`config.mk`:
```
export PLATFORM = sky130hd
export DESIGN_NAME = wb_regfile
export DESIGN_NICKNAME = d
export VERILOG_FILES = /design/src/rtl/wb_regfile.sv
export SDC_FILE = /design/constraint.sdc
export NUM_CORES = 2
export LEC_CHECK = 0
export CAP_MARGIN = 20
export CORE_ASPECT_RATIO = 1.2
export CORE_MARGIN = 2
export CORE_UTILIZATION = 50
export DETAILED_ROUTE_END_ITERATION = 8
export GPL_TIMING_DRIVEN = 0
export PLACE_DENSITY = 0.77
export SLEW_MARGIN = 20
export SYNTH_ARGS = -nofsm -noshare
export SYNTH_HDL_FRONTEND = slang
export SYNTH_SLANG_ARGS = --single-unit
```
`constraint.sdc`:
```
create_clock -name clk -period 56.5 [get_ports clk]
set_input_delay 11.3 -clock clk [delete_from_list [all_inputs] [get_ports clk]]
set_output_delay 11.3 -clock clk [all_outputs]
set_load 0.01 [all_outputs]
```
`src/rtl/wb_regfile.sv`:
```
// wb_regfile: write-back result select, integer register file with write-through
// bypass on the decode read ports, debug read port and retired-write counter.
module wb_regfile #(
    parameter int XLEN  = 32,
    parameter int NREGS = 32,
    parameter int AW    = $clog2(NREGS),
    parameter int CNTW  = 32
) (
    input  logic            clk,
    input  logic            reset,
    input  logic            RegWriteW,
    input  logic [1:0]      ResultSrcW,
    input  logic [XLEN-1:0] ALUResultW,
    input  logic [XLEN-1:0] ReadDataW,
    input  logic [XLEN-1:0] PCPlus4W,
    input  logic [AW-1:0]   RdW,
    input  logic [AW-1:0]   Rs1D,
    input  logic [AW-1:0]   Rs2D,
    output logic [XLEN-1:0] RD1D,
    output logic [XLEN-1:0] RD2D,
    output logic [XLEN-1:0] ResultW,
    input  logic [AW-1:0]   dbg_addr,
    output logic [XLEN-1:0] dbg_data,
    output logic [CNTW-1:0] wr_count
);
    logic [XLEN-1:0] regs [NREGS];
    logic            commit;
    logic            rs1_ok, rs2_ok, dbg_ok;

    assign ResultW = ResultSrcW == 2'b00 ? ALUResultW :
                     ResultSrcW == 2'b01 ? ReadDataW  :
                     ResultSrcW == 2'b10 ? PCPlus4W   : '0;

    // indices outside the implemented file are dropped on write and read as 0
    assign commit = RegWriteW && RdW != '0 && 32'(RdW) < NREGS && !reset;
    assign rs1_ok = !reset && Rs1D != '0 && 32'(Rs1D) < NREGS;
    assign rs2_ok = !reset && Rs2D != '0 && 32'(Rs2D) < NREGS;
    assign dbg_ok = !reset && dbg_addr != '0 && 32'(dbg_addr) < NREGS;

    always_ff @(posedge clk or posedge reset) begin
        if (reset) begin
            for (int i = 0; i < NREGS; i++) regs[i] <= '0;
            wr_count <= '0;
        end else if (commit) begin
            regs[RdW] <= ResultW;
            wr_count  <= wr_count + CNTW'(1);
        end
    end

    assign RD1D     = !rs1_ok ? '0 : (commit && RdW == Rs1D) ? ResultW : regs[Rs1D];
    assign RD2D     = !rs2_ok ? '0 : (commit && RdW == Rs2D) ? ResultW : regs[Rs2D];
    assign dbg_data = dbg_ok ? regs[dbg_addr] : '0;
endmodule
```
==> results.txt <==
Outcome: finished, violations left
Failing checks: design-rule violations
Synth async-reset ratio: 100%
Avg WL per Cell: 44.9 µm
DRT iter0 DRCs: 11800
Initial antenna violation count: 43
R2r setup slk: 54.34 ns
EDFF count, synth: 0
Most frequent CP cell: buf_16
Yosys reg bits: 1056
Max cap viols: 0
Post-synthesis sequential area ratio: 41.3%
Die Area: 0.131 mm²
Top Family by Delay on Critical Path: buffers and inverters
Top FF cell, synth: dfrtp_1
CTS resizes: 0
Crit Reg-Reg Startpoint: wr_count[0]$_DFFE_PP0P_
Proportion of layout cells with a drive suffix above 1: 15.6%
H-tree depth: 3
Syn Nets: 6318
Routed WL: 379 mm
Warnings from Yosys: 0
Critical-path maximum fanout: 79
CP max stage cell: clkbuf_1
Syn avg cell area: 10.3 µm²
WHS: 0.480 ns
# setup viols final: 0
Fin worst setup slack: 28.16 ns
Clk root buf: clkbuf_16
Period Utilization, post-route: 50.2%
Post-Syn Area: 0.0640 mm²
Drt pass-1 iters: 9
RSZ-0062 raised after global routing: false
Skew final: 0.0284 ns
Port Buffer Count: 269
Actual slew at the worst max-slew pin: 1.39 ns
HP Class: flip-flop to flip-flop
FMAX: 35.3 MHz
Min-delay src: wr_count[31]$_DFFE_PP0P_
Mapped Cells: 6196
Slew headroom: 7.42%
Pre-CTS WS: 28.47 ns
WP data required: 45.20 ns
DRC: 37
Largest stage delay on the critical path: 0.97 ns
Final max-slew violation count: 0
Num CTS Buffers: 116
Crit-path cells: clkdlybuf4s50_1 -> inv_8 -> buf_16 -> buf_16 -> buf_16 -> o31a_1 -> clkbuf_1 -> o21ai_0 -> a31oi_1 -> clkdlybuf4s50_1
CTS tree: built
I/O Pins: 281
Die W: 331 µm
Hold Buf Count CTS: 0
Gpl congestion: 1.09
Final min period: 28.34 ns
Pwr Density: 32.9 mW/mm²
Hpwl dp: 269 mm
Vias in the first global route: 61900
Clk sink count: 1056
Core region area: 0.127 mm²
Crit path buf inv count: 7
Total number of vias: 65800
Vias/cell: 7.81
WS Path Type: input pin to primary output
Crit path arrival time: 17.04 ns
Worst setup SP type: input pin
Chip height: 396 µm
DRT antenna net count: 0
# rows: 143
Nets@finish: 6738
Clock transition at the registers of the reported paths: 0.06 ns
Peak VDD IR: 0.0315 mV
Origin of the worst setup path: reset
Leakage: 31.1 nW
Grt ovf: 0
Worst skew pair latency: 0.82 ns
Initial Util: 50.4%
Clock Tree Buf Depth: 3
Largest net degree at the start of global routing: 104
Unique masters post-synth: 59
Final hold vios: 0
Setup Buffers After CTS: 0
CP endpoint kind: primary output
First-pass GRT wire length: 507 mm
Area grow syn2layout: 15.2%
Total Routing Usage GR: 57.2%
==> logic make-up (layout without fill, tap and decap cells) <==
kind of cell | Yosys count | count (layout) | share of synthesized area [%]
AOI/OAI and AO/OA | 1992 | 1992 | 19.1
xor gates and xnor gates | 41 | 41 | 0.561
adders and majority gates | 1 | 1 | 0.0196
buffers and inverters | 730 | 1246 | 5.24
DFF | 1056 | 1056 | 41.3
muxes | 1120 | 1120 | 25.8
other | 0 | 50 | 0
and+or+nand+nor | 1256 | 1256 | 7.94
==> per-layer routing <==
metal	up-vias	part of all wire, %	track usage, %
met1	32100	32	63.3
met4	30	12	53.8
li1	24200	-	-
met2	7105	40	77.5
met3	2353	16	30.4
met5	-	0.18	3.37
==> cell usage in the layout (no fill, tap or decap), types with 35 or more instances in the layout <==
cell             count
a211o_1             35
a21oi_1            638
a221oi_1           109
a22oi_1            123
a31oi_1             62
buf_2              124
buf_4               71
buf_6               35
clkbuf_1           422
clkbuf_16          116
clkbuf_2            52
clkdlybuf4s50_1    269
dfrtp_1           1056
diode_2             50
mux2_2              64
mux2i_1            638
mux4_2             418
nand2_1            567
nor2_1             524
o21ai_0            543
o21ai_1             65
o221ai_1           158
o22ai_1             98
==> through the flow <==
stage / setup TNS [ns] / power, mW / area, µm² / cells / utilization (%)
2_1_floorplan: 0 / 1.32 / 64000 / 6196 / -
3_3_place_gp: -632.71 / 1.54 / 68800 / 8132 / 54.2
3_5_place_dp: 0 / 1.56 / 69500 / 8161 / 54.8
4_1_cts: 0 / 2.37 / 73500 / 8375 / 57.9
5_1_grt: 0 / 2.47 / 73600 / 8383 / 58.0
6_report: 0 / 2.42 / 73700 / 8429 / 58.1
==> layout make-up <==
class / count / area [µm²]
inverters: 37 / 146
clock buffers: 152 / 3190
plain buffers: 693 / 3280
fillers: 11000 / 53100
repair buffers: 302 / 3320
well taps: 1667 / 2090
diodes: 50 / 125
clock inverters: 62 / 828
flip-flops and latches: 1056 / 26400
multi-input cells: 4410 / 34300
==> flip-flops by register name, indices dropped and copies added, names as in the netlist <==
| register | flops |
|---|---|
| regs | 1024 |
| wr_count | 32 |
==> worst paths after layout <==
path	to	cells past startpoint
max	RD1D[9]	10
min	wr_count[31]$_DFFE_PP0P_	1
max reg2reg	wr_count[30]$_DFFE_PP0P_	6
min reg2reg	wr_count[31]$_DFFE_PP0P_	1
max in group asynchronous	regs[104]$_DFFE_PP0P_	5
min in group asynchronous	wr_count[8]$_DFFE_PP0P_	2
==> synthesized netlist by cell type (all sizes together) (64+ instances only) <==
| master | instances | area (µm²) |
|---|---|---|
| dfrtp | 1056 | 26400 |
| mux4 | 418 | 9410 |
| buf | 246 | 1530 |
| mux2i | 638 | 6390 |
| a221oi | 123 | 1160 |
| o22ai | 98 | 613 |
| clkbuf | 447 | 1680 |
| o221ai | 159 | 1390 |
| mux2 | 64 | 721 |
| nor2 | 543 | 2050 |
| a22oi | 127 | 968 |
| a21oi | 641 | 3210 |
| o21ai | 609 | 3050 |
| nand2 | 569 | 2140 |
==> power by group <==
part,total (mW),switching (mW),internal [mW]
logic,0.597,0.350,0.247
registers,0.991,0.124,0.867
clock network,0.836,0.364,0.471
total,2.42,0.839,1.59
(Power assumes the default switching activity.)
